==> config.mk <==
export PLATFORM = sky130hd
export DESIGN_NAME = traffic_phase_controller
export DESIGN_NICKNAME = d
export VERILOG_FILES = /design/src/rtl/traffic_phase_controller.sv
export SDC_FILE = /design/constraint.sdc
export NUM_CORES = 1
export LEC_CHECK = 0
export ABC_AREA = 1
export CAP_MARGIN = 20
export CORE_UTILIZATION = 49
export DETAILED_ROUTE_END_ITERATION = 7
export GPL_TIMING_DRIVEN = 0
export PLACE_DENSITY_LB_ADDON = 0.25
export SYNTH_ARGS = -nofsm -noshare
export SYNTH_HDL_FRONTEND = slang
export SYNTH_SLANG_ARGS = --single-unit
export TNS_END_PERCENT = 10
==> constraint.sdc <==
create_clock -name clk -period 1.7 [get_ports clk]
set_input_delay 0.34 -clock clk [delete_from_list [all_inputs] [get_ports clk]]
set_output_delay 0.34 -clock clk [all_outputs]
set_load 0.01 [all_outputs]
==> src/rtl/traffic_phase_controller.sv <==
// Actuated intersection controller: main road rests in green, side approaches are served
// round-robin on demand, with a maintenance flash mode that overrides the phase timers.
module traffic_phase_controller #(
  parameter int N_APPROACH   = 4,
  parameter int GREEN_MIN    = 4,
  parameter int GREEN_MAX    = 10,
  parameter int YELLOW_TIME  = 2,
  parameter int ALL_RED_TIME = 1,
  parameter int FLASH_HALF   = 3,
  parameter int CNT_W        = 8,
  localparam int PW = (N_APPROACH > 2) ? $clog2(N_APPROACH) : 1
) (
  input  logic                    clk,
  input  logic                    rst,
  input  logic [N_APPROACH-1:0]   sensor,
  input  logic                    flash,
  output logic [2*N_APPROACH-1:0] light,
  output logic [PW-1:0]           phase,
  output logic                    phase_start
);

  typedef enum logic [1:0] {S_GREEN, S_YELLOW, S_ALL_RED, S_FLASH} state_t;

  localparam logic [1:0] LT_RED    = 2'b00;
  localparam logic [1:0] LT_YELLOW = 2'b01;
  localparam logic [1:0] LT_GREEN  = 2'b10;
  localparam logic [1:0] LT_OFF    = 2'b11;

  localparam logic [CNT_W-1:0] GMIN_M1  = CNT_W'(GREEN_MIN - 1);
  localparam logic [CNT_W-1:0] GMAX_M1  = CNT_W'(GREEN_MAX - 1);
  localparam logic [CNT_W-1:0] YEL_M1   = CNT_W'(YELLOW_TIME - 1);
  localparam logic [CNT_W-1:0] AR_M1    = CNT_W'(ALL_RED_TIME - 1);
  localparam logic [CNT_W-1:0] FLASH_M1 = CNT_W'(FLASH_HALF - 1);

  state_t           state, state_n;
  logic [CNT_W-1:0] timer, timer_n;
  logic [PW-1:0]    phase_n;
  logic             flash_on, flash_on_n;
  logic             from_flash, from_flash_n;
  logic             start_n;
  logic             side_req;
  logic             green_done;

  // First requesting approach after cur, wrapping; approach 0 when nobody else asks.
  function automatic logic [PW-1:0] rr_pick(input logic [PW-1:0] cur,
                                            input logic [N_APPROACH-1:0] req);
    logic [PW-1:0] pick;
    logic          found;
    int            idx;
    pick  = '0;
    found = 1'b0;
    for (int k = 1; k < N_APPROACH; k++) begin
      idx = (int'(cur) + k) % N_APPROACH;
      if (!found && req[idx]) begin
        pick  = PW'(idx);
        found = 1'b1;
      end
    end
    return pick;
  endfunction

  function automatic logic [2*N_APPROACH-1:0] light_of(input state_t s,
                                                       input logic [PW-1:0] p,
                                                       input logic fon);
    logic [2*N_APPROACH-1:0] l;
    l = '0;
    for (int i = 0; i < N_APPROACH; i++) begin
      case (s)
        S_GREEN:  l[2*i +: 2] = (PW'(i) == p) ? LT_GREEN  : LT_RED;
        S_YELLOW: l[2*i +: 2] = (PW'(i) == p) ? LT_YELLOW : LT_RED;
        S_FLASH:  l[2*i +: 2] = !fon ? LT_OFF : ((i == 0) ? LT_YELLOW : LT_RED);
        default:  l[2*i +: 2] = LT_RED;
      endcase
    end
    return l;
  endfunction

  assign side_req   = |sensor[N_APPROACH-1:1];
  // Main road has no max: it only yields once someone else is waiting.
  assign green_done = (phase == '0)
                    ? (timer >= GMIN_M1 && side_req)
                    : ((timer >= GMIN_M1 && !sensor[phase]) || timer >= GMAX_M1);

  always_comb begin
    state_n      = state;
    phase_n      = phase;
    timer_n      = (timer == '1) ? timer : timer + 1'b1;
    flash_on_n   = flash_on;
    from_flash_n = from_flash;
    start_n      = 1'b0;
    if (flash) begin
      if (state != S_FLASH) begin
        state_n    = S_FLASH;
        timer_n    = '0;
        flash_on_n = 1'b1;
      end else if (timer >= FLASH_M1) begin
        timer_n    = '0;
        flash_on_n = !flash_on;
      end
    end else begin
      case (state)
        S_GREEN:
          if (green_done) begin
            state_n = S_YELLOW;
            timer_n = '0;
          end
        S_YELLOW:
          if (timer >= YEL_M1) begin
            state_n = S_ALL_RED;
            timer_n = '0;
          end
        S_ALL_RED:
          if (timer >= AR_M1) begin
            state_n      = S_GREEN;
            timer_n      = '0;
            phase_n      = from_flash ? '0 : rr_pick(phase, sensor);
            from_flash_n = 1'b0;
            start_n      = 1'b1;
          end
        default: begin
          state_n      = S_ALL_RED;
          timer_n      = '0;
          from_flash_n = 1'b1;
        end
      endcase
    end
  end

  always_ff @(posedge clk) begin
    if (rst) begin
      state       <= S_GREEN;
      timer       <= '0;
      phase       <= '0;
      flash_on    <= 1'b0;
      from_flash  <= 1'b0;
      phase_start <= 1'b0;
      light       <= light_of(S_GREEN, '0, 1'b0);
    end else begin
      state       <= state_n;
      timer       <= timer_n;
      phase       <= phase_n;
      flash_on    <= flash_on_n;
      from_flash  <= from_flash_n;
      phase_start <= start_n;
      light       <= light_of(state_n, phase_n, flash_on_n);
    end
  end

endmodule

==> impl_metrics.ini, run 1 <==
[timing]
tightest_slew_ns = 0.353
slew_headroom_pct = 76.4
fin_setup_tns_ns = -0.367
max_freq_mhz = 556
period_share_pct = 106
skew_ns = 0.000591
fin_crit_ns = 1.80
setup_viol = 7
fin_ws_ns = -0.0989
fin_hold_ws_ns = 0.557
finalHoldViolCount = 0
maxSlewViolCount = 0
rsz0062_at_grt = yes

[critical_path]
crit_start = timer[0]
worst_setup_path_start_kind = flop
worstReg2RegStart = timer[0]
critPathKind = flop to flop
worst_ep_required_time_ns = 1.94
regToRegSetupSlack_ns = -0.1
end_kind = flop
r2r_end = light[6]
arrival_ns = 2.04
cp_max_fo = 4
reg2reg_depth = 10
crit_end = light[6]

[route]
via_per_inst = 5.39
detail_route.wl_per_cell_um = 13.2
totalWireLength_um = 3560
vias = 1454
drc = 0
drt_pre_antenna_iters = 4
drt_iter0_markers = 64
drtAntennaViolNets = 0

[die]
initial_core_util_pct = 54.0
die_height_um = 55.2
die_area_um2 = 3050
die_w_um = 55.2
io_pins = 18
core_um2 = 2570
rows = 18

[place]
dpl.hpwl_um = 2340
gp_congestion = 0.877
dpl_cell_area_um2 = 1610
io_buffers = 17
post-place-cells = 250

[cts]
cts_buffers = 3
cts.sinks = 23
htree_levels = 1
path_clk_slew_ns = 0.13
cts_hold_buf = 0
root_buffer = clkbuf_4
cts_tree = yes
insertion_delay_ns = 0.30
cts_buffer_depth = 2

[flow_run]
maxCapViolCount = 0

[synthesis]
yosys_warnings = 0
synth_seq_cells = 23
synth_cell_type_count = 30
synth_cells = 203
syn_area_um2 = 1390
syn_nets = 215
synth.avg_cell_area_um2 = 6.83
ys_seq_area_share_pct = 33.2

[layout]
seq_area_um2 = 475
multi_input_area_um2 = 971
final_cell_area_um2 = 1930
fin_util_pct = 75.2
insertedDiodeCount = 0
num-fill-cells = 190
synthToLayoutAreaGrowth_pct = 39.3
layout-drive-gt1-share_pct = 36.7
layout.nets = 253
final_cells = 270

[global_route]
antenna_found_initial = 0
overflow = 0
grt_pass1_vias = 1301
grt_max_degree = 14
grt_first_pass_wirelength_um = 5230
grt_usage_pct = 23.7

[run_status]
status = finished, violations left
violations = setup timing

[hold_path]
hold_class = flop to flop

[pwr]
leakagePower_uw = 0.000868
ir_worst_vdd_mv = 0.571
pwr_density_cell_nw_per_um2 = 632
## kinds of logic after synthesis
kind of cell / Yosys count / synth area share [%]
compound gates: 20 / 10.6
xor+xnor: 3 / 1.90
fa+ha+maj: 5 / 4.51
buf+inv: 28 / 7.85
flops: 23 / 33.2
mux: 1 / 0.722
simple gates: 123 / 41.2
## routing by layer
layer	part of all wire (%)	wire length, um	vias up	global-route usage [%]
li1	-	-	722	-
met1	43	1520	694	27.9
met2	53	1890	36	43.8
met3	3.6	128	2	3.83
met4	0.42	15	0	6.25
met5	0	0	-	0
## critical path, stage by stage (launching register included)
cell,delay (ns)
dfxtp_4,0.40
inv_4,0.05
ha_1,0.19
nor3_1,0.23
nand2_1,0.10
nor2_1,0.11
nor2_1,0.07
o21ai_2,0.19
nand2_2,0.07
buf_4,0.16
a21oi_1,0.15
## final cells by class
type | instances | share of cell area [%]
multi-input combinational | 152 | 50.3
inverter | 27 | 6.16
clock inverter | 1 | 0.259
tap | 30 | 1.94
buffer | 1 | 0.389
sequential | 23 | 24.6
timing repair buffer | 33 | 15.2
clock buffer | 3 | 1.17
## sequential cells by signal (all words and copies together) (netlist names)
name / cells
light: 8
timer: 8
phase: 2
state: 2
flash_on: 1
from_flash: 1
phase_start: 1
## power breakdown
part           internal (uW)  leakage, uW  switching (uW)  total, uW
logic                    175     0.000660             206        381
clock network           87.7    0.0000177             166        253
registers                562     0.000191            23.9        586
total                    825     0.000868             396       1220
## how the worst min path moves through the flow
stage	slack (ns)	cells past startpoint	to	startpoint
CTS	0.55	2	from_flash	from_flash
detailed placement	0.52	2	flash_on	flash_on
global placement	0.52	2	flash_on	flash_on
global route	0.61	2	from_flash	from_flash
floorplan	0.41	1	light[7]	rst
finish	0.56	2	from_flash	from_flash
## cells in the final DEF, fill, tap and decap left out, drive strengths merged
| cell | synthesis | final |
|---|---|---|
| nand2 | 56 | 56 |
| clkbuf | 0 | 3 |
| o21a | 1 | 1 |
| nor4 | 1 | 1 |
| inv | 27 | 27 |
| o21bai | 2 | 2 |
| clkinv | 0 | 1 |
| a22oi | 1 | 1 |
| xor2 | 3 | 3 |
| a21oi | 10 | 10 |
| clkdlybuf4s50 | 0 | 16 |
| dfxtp | 23 | 23 |
| mux2i | 1 | 1 |
| a21boi | 1 | 1 |
| nand4 | 4 | 4 |
| ha | 5 | 5 |
| o21ai | 4 | 4 |
| o31ai | 1 | 1 |
| and2 | 1 | 1 |
| nor2 | 40 | 40 |
| dlygate4sd2 | 0 | 1 |
| buf | 1 | 17 |
| nor3 | 5 | 5 |
| nand3 | 16 | 16 |
## per-stage QoR
| stage | power (uW) | setup WS (ns) |
|---|---|---|
| after floorplan | 781 | 0.0505 |
| after global placement | 855 | -0.273 |
| after detailed placement | 865 | -0.284 |
| after CTS | 1150 | -0.0278 |
| after global routing | 1290 | -0.173 |
| final | 1220 | -0.0989 |
## cell usage after synthesis, drive strengths merged
cell | n | area [um2]
a22oi | 1 | 7.51
and2 | 1 | 6.26
nand4 | 4 | 25.0
nand2 | 56 | 240
ha | 5 | 62.6
o21a | 1 | 7.51
buf | 1 | 7.51
a21oi | 10 | 57.6
o31ai | 1 | 12.5
nor3 | 5 | 41.3
nand3 | 16 | 95.1
o21bai | 2 | 18.8
mux2i | 1 | 10.0
xor2 | 3 | 26.3
nor4 | 1 | 6.26
a21boi | 1 | 7.51
o21ai | 4 | 35.0
inv | 27 | 101
nor2 | 40 | 158
dfxtp | 23 | 460
## what timing repair did
item                       4_1_cts  5_1_grt
setup buffers                    7        9
resized for setup               23       33
setup endpoints to repair       16       17
pin swaps                        8       20
No activity file was read; power rests on OpenSTA's default activity.
==> run 2: changes to the inputs <==
Settings changed: CORE_ASPECT_RATIO set to 2, CORE_MARGIN set to 4.
==> run 2 against run 1 <==
Compared with the run above:
- wire length is 9.3% lower
- non-clock buffer count is 13 lower
- register-to-register slack better by 0.05 ns
- clock power is 38% higher
- clock skew is 0.0030 ns higher
- first-iteration DRC count is 52% lower
- design area is 6.9% lower
- fmax is 2.6% higher
- clock-buffer cell count stayed put
- the flow still finishes with violations (setup timing)
- combinational power is 15% lower
- die area is 25% higher
==> impl_metrics.ini, run 2 (same netlist as run 1, synthesis figures left out) <==
[timing]
rsz0062_at_grt = yes
fin_hold_ws_ns = 0.552
fin_crit_ns = 1.75
period_share_pct = 103
fin_setup_tns_ns = -0.125
skew_ns = 0.00361
max_freq_mhz = 570
tightest_slew_ns = 0.294
slew_headroom_pct = 80.4
fin_ws_ns = -0.0533
setup_viol = 3
finalHoldViolCount = 0
maxSlewViolCount = 0

[critical_path]
reg2reg_depth = 11
crit_start = phase[0]
worst_setup_path_start_kind = flop
arrival_ns = 1.97
crit_end = light[5]
end_kind = flop
worst_ep_required_time_ns = 1.91
regToRegSetupSlack_ns = -0.05
cp_max_fo = 7
worstReg2RegStart = phase[0]
critPathKind = flop to flop
r2r_end = light[5]

[global_route]
grt_usage_pct = 19.0
antenna_found_initial = 0
grt_max_degree = 14
grt_first_pass_wirelength_um = 5580
grt_pass1_vias = 1366
overflow = 0

[place]
io_buffers = 17
dpl_cell_area_um2 = 1610
gp_congestion = 0.900
post-place-cells = 249
dpl.hpwl_um = 2460

[run_status]
status = finished, violations left
violations = setup timing

[die]
io_pins = 18
die_height_um = 83.2
die_w_um = 45.6
core_um2 = 2740
initial_core_util_pct = 50.7
rows = 27
die_area_um2 = 3800

[pwr]
leakagePower_uw = 0.000812
ir_worst_vdd_mv = 0.486
finalPower_uw = 1260
pwr_density_cell_nw_per_um2 = 701

[layout]
insertedDiodeCount = 0
seq_area_um2 = 478
final_cells = 256
final_common_cell = nand2_1
multi_input_area_um2 = 916
final_cell_area_um2 = 1800
layout-drive-gt1-share_pct = 31.3
reg_top3 = light x8, timer x8
layout.nets = 240
num-fill-cells = 239
layout_common_cells = nand2_1, nor2_1, nand2_2, dfxtp_1, inv_1
synthToLayoutAreaGrowth_pct = 29.6

[route]
drc = 0
drtAntennaViolNets = 0
via_per_inst = 5.14
drt_iter0_markers = 31
totalWireLength_um = 3230
drt_pre_antenna_iters = 4
vias = 1317
detail_route.wl_per_cell_um = 12.6

[flow_run]
maxCapViolCount = 0

[hold_path]
hold_class = flop to flop
hold_depth = 2

[cts]
root_buffer = clkbuf_8
cts_buffer_depth = 2
insertion_delay_ns = 0.27
htree_levels = 1
cts.sinks = 23
cts_buffers = 3
cts_tree = yes
path_clk_slew_ns = 0.08
[run 2: cell types whose count changed in the layout (fill, tap and decap cells not counted), sizes merged]
| cell | before | now |
|---|---|---|
| buf | 17 | 4 |
| clkdlybuf4s50 | 16 | 14 |
| dlymetal6s2s | 0 | 2 |
[run 2: worst min path at each step]
stage / to / from
after floorplan: light[7] / rst
after global placement: flash_on / flash_on
after detailed placement: flash_on / flash_on
after CTS: flash_on / flash_on
after global routing: timer[1] / timer[1]
final: from_flash / from_flash
[run 2: layer usage]
layer  GRT usage (%)  routed length, um  vias up
li1                -                  -      695
met4            8.80                103        0
met2            35.3               1960       18
met3            1.95                 56        8
met5               0                  0        -
met1            19.1               1110      596
[run 2: final cells by class]
class | count | area share, %
Clock inverter | 1 | 0.279
Clock buffer | 3 | 2.30
Buffer | 1 | 0.418
Sequential cell | 23 | 26.6
Timing Repair Buffer | 20 | 10.9
Tap cell | 29 | 2.02
Multi-Input combinational cell | 152 | 51.0
Inverter | 27 | 6.48
[run 2: through the flow]
step                util, %  setup WS, ns
floorplan                 -        0.0505
global placement       58.8        -0.319
detailed placement     58.8        -0.316
CTS                    62.7      -0.00597
global route           65.7        -0.170
finish                 65.7       -0.0533
[run 2: report_power, final]
group / switching, uW / leakage (uW) / internal, uW
registers: 22.4 / 0.000192 / 562
logic: 187 / 0.000594 / 138
clock network: 186 / 0.0000255 / 164
total: 395 / 0.000812 / 864
[run 2: what timing repair did]
item                                    CTS  global route
endpoints found under the hold margin     0             0
hold buffers                              0             0
endpoints found under the setup margin   17            17
resized for setup                        20            26
buffers inserted                          3             0
pin swaps                                 4            13
[run 2: critical path, stage by stage, from the launching register on]
cell	delay [ns]
dfxtp_4	0.39
inv_8	0.05
ha_4	0.30
inv_4	0.04
nand3_2	0.09
a21boi_4	0.22
nor2_4	0.07
o21ai_4	0.22
nand2_2	0.11
nor2_2	0.09
nor2_1	0.05
nor2_1	0.07
